`config.mk`:
```
export PLATFORM = sky130hd
export DESIGN_NAME = hash_digest_tx
export DESIGN_NICKNAME = d
export VERILOG_FILES = /design/src/rtl/sha256_pkg.sv /design/src/rtl/hash_digest_tx.sv
export SDC_FILE = /design/constraint.sdc
export NUM_CORES = 1
export LEC_CHECK = 0
export CAP_MARGIN = 25
export CORE_MARGIN = 1.5
export CORE_UTILIZATION = 55
export DETAILED_ROUTE_END_ITERATION = 10
export GPL_TIMING_DRIVEN = 1
export PLACE_DENSITY = 0.86
export SLEW_MARGIN = 10
export SYNTH_ARGS = -nofsm -noshare
export SYNTH_HDL_FRONTEND = slang
export SYNTH_SLANG_ARGS = --single-unit
export TNS_END_PERCENT = 20
```
`constraint.sdc`:
```
create_clock -name clk -period 17.5 [get_ports clk]
set_input_delay 4.375 -clock clk [delete_from_list [all_inputs] [get_ports clk]]
set_output_delay 4.375 -clock clk [all_outputs]
set_load 0.02 [all_outputs]
```
`src/rtl/sha256_pkg.sv`:
```
// Shared SHA-256 constants and the digest transmitter state encoding.
package sha256_pkg;

  localparam int unsigned DIGEST_WORDS = 8;
  localparam int unsigned DIGEST_BYTES = 32;

  // SHA-256 initial hash values H0..H7
  localparam logic [31:0] IV_H0 = 32'h6a09e667;
  localparam logic [31:0] IV_H1 = 32'hbb67ae85;
  localparam logic [31:0] IV_H2 = 32'h3c6ef372;
  localparam logic [31:0] IV_H3 = 32'ha54ff53a;
  localparam logic [31:0] IV_H4 = 32'h510e527f;
  localparam logic [31:0] IV_H5 = 32'h9b05688c;
  localparam logic [31:0] IV_H6 = 32'h1f83d9ab;
  localparam logic [31:0] IV_H7 = 32'h5be0cd19;

  typedef enum logic {
    IDLE = 1'b0,
    SEND = 1'b1
  } tx_state_e;

  // Returns IV word i; indices beyond H7 wrap so any digest width gets a defined fill
  function automatic logic [31:0] iv_word(input int unsigned i);
    logic [31:0] w;
    case (i % 8)
      0:       w = IV_H0;
      1:       w = IV_H1;
      2:       w = IV_H2;
      3:       w = IV_H3;
      4:       w = IV_H4;
      5:       w = IV_H5;
      6:       w = IV_H6;
      default: w = IV_H7;
    endcase
    return w;
  endfunction

endpackage

```
`src/rtl/hash_digest_tx.sv`:
```
// Captures a finished hash digest and streams it out big-endian, one byte per
// valid/ready transfer, flagging the final byte and any digest dropped while busy.
module hash_digest_tx
  import sha256_pkg::*;
#(
  parameter int unsigned NUM_WORDS = DIGEST_WORDS
) (
  input  logic                    clk,
  input  logic                    rst,
  input  logic                    done,
  input  logic [32*NUM_WORDS-1:0] digest,
  output logic                    busy,
  output logic [7:0]              tx_data,
  output logic                    tx_valid,
  input  logic                    tx_ready,
  output logic                    tx_last,
  output logic                    overrun
);

  localparam int unsigned NUM_BYTES = 4 * NUM_WORDS;
  localparam int unsigned DIGEST_W  = 32 * NUM_WORDS;
  localparam int unsigned IDX_W     = (NUM_BYTES > 1) ? $clog2(NUM_BYTES) : 1;
  localparam logic [IDX_W-1:0] LAST_IDX = IDX_W'(NUM_BYTES - 1);

  // Builds the capture register's reset image from the SHA-256 IV, H0 in the MSBs
  function automatic logic [DIGEST_W-1:0] build_reset_value();
    logic [DIGEST_W-1:0] v;
    v = '0;
    for (int unsigned w = 0; w < NUM_WORDS; w++) begin
      v[DIGEST_W-1-32*w -: 32] = iv_word(w);
    end
    return v;
  endfunction

  localparam logic [DIGEST_W-1:0] RESET_VALUE = build_reset_value();

  tx_state_e           state;
  tx_state_e           state_next;
  logic [IDX_W-1:0]    idx;
  logic [IDX_W-1:0]    idx_next;
  logic [DIGEST_W-1:0] captured;
  logic                capture;
  logic                drop;
  logic                xfer;
  logic                at_last;
  logic [7:0]          byte_lane [NUM_BYTES];

  // Byte k of the captured digest, counted from the most significant end
  for (genvar k = 0; k < NUM_BYTES; k++) begin : g_lane
    assign byte_lane[k] = captured[DIGEST_W-1-8*k -: 8];
  end

  assign tx_valid = (state == SEND);
  assign busy     = (state == SEND);
  assign at_last  = tx_valid && (idx == LAST_IDX);
  assign tx_last  = at_last;
  assign xfer     = tx_valid && tx_ready;
  assign tx_data  = tx_valid ? byte_lane[idx] : 8'h00;

  // Next-state logic: accept done when idle or on the final transfer, otherwise drop it
  always_comb begin
    state_next = state;
    idx_next   = idx;
    capture    = 1'b0;
    drop       = 1'b0;
    case (state)
      IDLE: begin
        if (done) begin
          capture    = 1'b1;
          idx_next   = '0;
          state_next = SEND;
        end
      end
      SEND: begin
        if (xfer && at_last) begin
          idx_next = '0;
          if (done) begin
            capture = 1'b1;
          end else begin
            state_next = IDLE;
          end
        end else begin
          if (xfer) begin
            idx_next = idx + IDX_W'(1);
          end
          if (done) begin
            drop = 1'b1;
          end
        end
      end
      default: begin
        state_next = IDLE;
        idx_next   = '0;
      end
    endcase
  end

  // State and byte index registers
  always_ff @(posedge clk or posedge rst) begin
    if (rst) begin
      state <= IDLE;
      idx   <= '0;
    end else begin
      state <= state_next;
      idx   <= idx_next;
    end
  end

  // Digest capture register, loaded only on an accepted done
  always_ff @(posedge clk or posedge rst) begin
    if (rst) begin
      captured <= RESET_VALUE;
    end else if (capture) begin
      captured <= digest;
    end
  end

  // Sticky record of any done pulse that arrived while a digest was in flight
  always_ff @(posedge clk or posedge rst) begin
    if (rst) begin
      overrun <= 1'b0;
    end else if (drop) begin
      overrun <= 1'b1;
    end
  end

endmodule

```
# --- Yosys cells after proc, flatten, opt, wreduce, memory -nomap -nowiden ---
# Index checks and enable logic that the tools add are counted.
op_classes:
  addsub: 1
  n_lt_le_gt_ge: 1
  eq_ne: 3
  n_mux: 15
  n_bitwise: 2
  reduce_logical: 4
ops:
  columns: ["operator", "n"]
  rows:
  - ["$bmux W8 S5", 1]
  - ["$mux W8", 3]
  - ["$mux W5", 3]
  - ["$pmux W5 S2", 1]
  - ["$ge A6 B6 Y1 const B", 1]
  - ["$not A5 Y6", 1]
  - ["$add A5 B1 Y5 const B", 1]
  - ["$eq A5 B5 Y1 const B", 1]
  - ["$mux W1", 5]
  - ["$pmux W1 S2", 2]
  - ["$logic_and A1 B1 Y1", 3]
  - ["$ne A3 B1 Y1 const B", 1]
  - ["$ne A2 B2 Y1 const B", 1]
  - ["$reduce_and A2 Y1", 1]
  - ["$not A1 Y1", 1]
totals:
  regBits: 263
  in_bits: 260
  wordCells: 30

# --- Logic depth before layout (Yosys ltp) ---
logic_depth:
  ltp_word: 5
  ltp_mapped: 9
  mapped_depth_nobuf: 7

# --- Worst setup path before layout ---
# Ideal clock, no wire load.
synth_path:
  path_type: "flip-flop to output port"
  from: "reg idx[0]"
  to: "out tx_data[0]"
  arrival_ns: 1.763
  t_required_ns: 13.125
  path_slack_ns: 11.362
  stages_incl_launch_ff: 8
  path_buffers: 3
  cell_sequence: "dfrtp_1 > buf_6 > buf_6 > buf_2 > nor2_1 > a221oi_1 > o21ai_0 > a21oi_1"
synth_via:
  elab_chain_len: 5
synth_lines:
  columns: ["element", "line", "rtl"]
  rows:
  - ["start: declaration", "hash_digest_tx.sv:39", "logic [IDX_W-1:0] idx;"]
  - ["start signal: assignment", "hash_digest_tx.sv:105", "idx <= idx_next;"]
  - ["$not A5 Y6 (implied by the code)", "hash_digest_tx.sv:58", "assign tx_data = tx_valid ? byte_lane[idx] : 8'h00;"]
  - ["$bmux W8 S5", "hash_digest_tx.sv:58", null]
  - ["$mux W8 (implied by the code) (2 in a row)", "hash_digest_tx.sv:58", null]
  - ["$mux W8", "hash_digest_tx.sv:58", null]
  - ["end: declaration", "hash_digest_tx.sv:13", "output logic [7:0] tx_data,"]
# No other way between the ends. The select of a mux whose other input is x is not followed.

# --- Worst setup path after layout ---
layout_path:
  from: "reg idx[0]"
  to: "out tx_data[7]"
# Same word-level chain as after synthesis.

==> parameters.txt <==
Parameter                              Value

Status
  Result of the run ... completed

Synthesis
  Total nets after synthesis ... 1,009
  Most numerous cell in the Yosys netlist ... mux2_2
  Commonest cells in the synthesized netlist ... mux2_2 (252), dfstp_2 (136), dfrtp_1 (127), mux4_2 (38), buf_6 (24)
  Mean area per synthesized cell ... 16.4 um^2
  Share of the synthesized area in the top cell type ... 0.291
  Flops & latches, synth ... 263
  Biggest area contributors in the synthesized netlist ... dfstp_2 (29%), dfrtp_1 (26%), mux2_2 (23%)
  Syn Inst Count ... 747
  Area leader, netlist ... dfstp_2
  Cell area after synthesis ... 12,300 um^2
  Ys flop type ... dfstp_2
  Synthesis Warnings ... 0
  Fraction of the yosys area taken by sequential cells ... 0.550
  Count of unique library cells instantiated by Yosys ... 35
  Ys async rst share ... 1.00
  Number of enable flip-flop cells after synthesis ... 0

Floorplanning
  Die area ... 23,200 um^2
  Width of the die ... 152 um
  Std cell rows ... 54
  Core Box Area ... 21,900 um^2
  Initial core utilization ... 0.561
  I/O pin count ... 272
  Die boundary height ... 152 um

CTS
  Clock Sink Count ... 263
  Worst-Skew Late Latency ... 0.54 ns
  Clock-pin slew on the worst setup and hold paths ... 0.06 ns
  Clock tree root driver cell ... clkbuf_16
  Post-CTS setup buffer count ... 0
  Level count of the clock H-tree ... 1
  TritonCTS clock tree ... yes
  Maximum buffer depth of the clock tree ... 3
  CTS Hold Buffers Added ... 0
  CTS-repair resized insts ... 0
  TritonCTS buffer count ... 29

Layout
  Area of the multi-input gates ... 5090 um^2
  Synthesis-to-finish area growth ... 30.5%
  Count of filler cells inserted in the layout ... 1,413
  Fin util ... 0.732
  Final standard cell area without fillers ... 16,000 um^2
  Final std cells w/o fill ... 1,308
  FF/Latch Area ... 6760 um^2
  Number of nets in the layout ... 1,266
  Fraction of layout instances using a drive strength above 1 ... 0.476

Timing
  Largest clock skew in the final design ... 0.0107 ns
  RSZ-0062 raised after global routing ... no
  Period Utilization, post-route ... 0.467
  Slew of the pin with the lowest slew margin ... 1.00 ns
  Post-layout min period ... 8.17 ns
  Setup_tns ... 0 ns
  Max frequency ... 122 MHz
  Pins Over Slew Limit ... 0
  Total count of hold-check failures in the final report ... 0
  Tightest slew margin relative to the limit ... 0.331
  Final setup violation count ... 0

Global route
  Number of global-route vias before repair ... 8,222
  Initial antenna violation count ... 0
  Total routing usage reported by global routing ... 0.256
  First-pass GRT wire length ... 46.4 mm
  Grt ovf ... 0
  Largest net degree at the start of global routing ... 149

Route
  Wirelength per Cell ... 22.7 um
  Total via count after detailed routing ... 7,528
  1st-iter DRT viols ... 356
  Antenna viol nets, final ... 0
  Final routed wirelength across all metal layers ... 29.6 mm
  Post-route DRC ... 0
  Via density per instance ... 5.76
  Router iterations before antenna repair ... 4

Critical path
  Worst setup EP type ... output port
  Worst endpoint required time ... 13.12 ns
  Critical Path Max Stage Delay ... 0.61 ns
  List of cells traversed by the critical path ... buf_4 -> buf_16 -> mux4_1 -> mux2_2 -> o221ai_1 -> a21oi_1 -> clkdlybuf4s50_1
  Startpoint type of the worst setup path ... register
  Worst endpoint data arrival time ... 3.79 ns
  Launch point of the worst path ... idx[0]
  Slowest-stage cell, CP ... mux4_1
  Crit Path Category ... register to output port
  Biggest fanout along the worst timing path ... 29
  Reg2reg start ... idx[1]

Job
  MaxCap Viol Count ... 0

Placed design
  Count of buffers from port buffering ... 271
  Global placer's final weighted congestion ... 0.777
  Dpl hpwl ... 20.3 mm
  # placed instances ... 1,251
  Standard cell area after detailed placement ... 15,000 um^2

Min path
  Hold wc startpoint ... overrun
  Min-delay worst type ... register to register

Pwr
  Post-route total power ... 0.00238 W
  Reported leakage power ... 6.61 nW
  Power density normalized to cell area ... 149 nW/um^2
  Worst IR drop on VDD ... 0.0000780 V
==> cells in the final DEF (no fill, tap or decap), types with 7 or more instances in the layout <==
| cell | instances |
|---|---|
| mux2i_1 | 17 |
| o21ai_0 | 12 |
| buf_4 | 7 |
| mux2_1 | 20 |
| mux2_2 | 252 |
| a221oi_1 | 16 |
| nand2_1 | 9 |
| mux4_2 | 38 |
| a21oi_1 | 9 |
| o221ai_1 | 8 |
| mux4_1 | 17 |
| dfstp_2 | 136 |
| dfrtp_1 | 125 |
| clkbuf_1 | 8 |
| clkbuf_16 | 29 |
| clkdlybuf4s50_1 | 271 |
| clkbuf_8 | 10 |
==> where the power goes <==
part | switching (W) | internal (W)
logic | 0.000297 | 0.000426
registers | 0.000133 | 0.000910
clock network | 0.000241 | 0.000377
==> per-stage QoR <==
step	hold WS, ns	worst slack (ns)
global route	0.499	9.19
floorplan	0.459	6.11
detailed placement	0.468	9.53
finish	0.481	9.33
CTS	0.491	9.14
global placement	0.451	9.60
==> critical path: cells and delay by family (launching register included) <==
family / cells / cell delay (ns)
buf+inv: 3 / 1.36
mux: 2 / 0.93
compound gates: 2 / 0.38
flops: 1 / 0.54
==> per-layer routing <==
layer | global-route usage | wire, um | vias up
met2 | 0.423 | 14600 | 316
met4 | 0.0723 | 791 | 0
met3 | 0.0594 | 2250 | 48
met5 | 0 | 0 | -
met1 | 0.343 | 12000 | 3822
li1 | - | - | 3342
==> final timing paths <==
check	slack [ns]	cells after the start	endpoint
max in group asynchronous	11.67	4	idx[1]
hold / removal	0.48	1	overrun
setup / recovery	9.33	7	tx_data[7]
setup reg to reg	13.01	8	byte_lane[20]
min in group asynchronous	4.19	2	byte_lane[106]
hold reg to reg	0.48	1	overrun
==> final cells by class <==
class / instances / share of cell area
Clock inverter: 7 / 0.00570
Clock buffer: 47 / 0.0557
Multi-Input combinational cell: 425 / 0.317
Tap cell: 280 / 0.0219
Antenna cell: 1 / 0.000156
Timing Repair Buffer: 280 / 0.176
Inverter: 5 / 0.00164
Sequential cell: 263 / 0.422
==> logic make-up after synthesis <==
| logic type | Yosys count | share of synthesized area |
|---|---|---|
| AOI/OAI and AO/OA | 54 | 0.0312 |
| adders and majority gates | 2 | 0.00204 |
| buffers and inverters | 59 | 0.0366 |
| DFF | 263 | 0.550 |
| muxes | 345 | 0.371 |
| and+or+nand+nor | 24 | 0.00897 |
==> registers in the layout (all words and copies together) (netlist names) <==
signal / flops
byte_lane: 256
idx: 5
busy: 1
overrun: 1
Note: power is estimated with default switching activity, not from simulation.
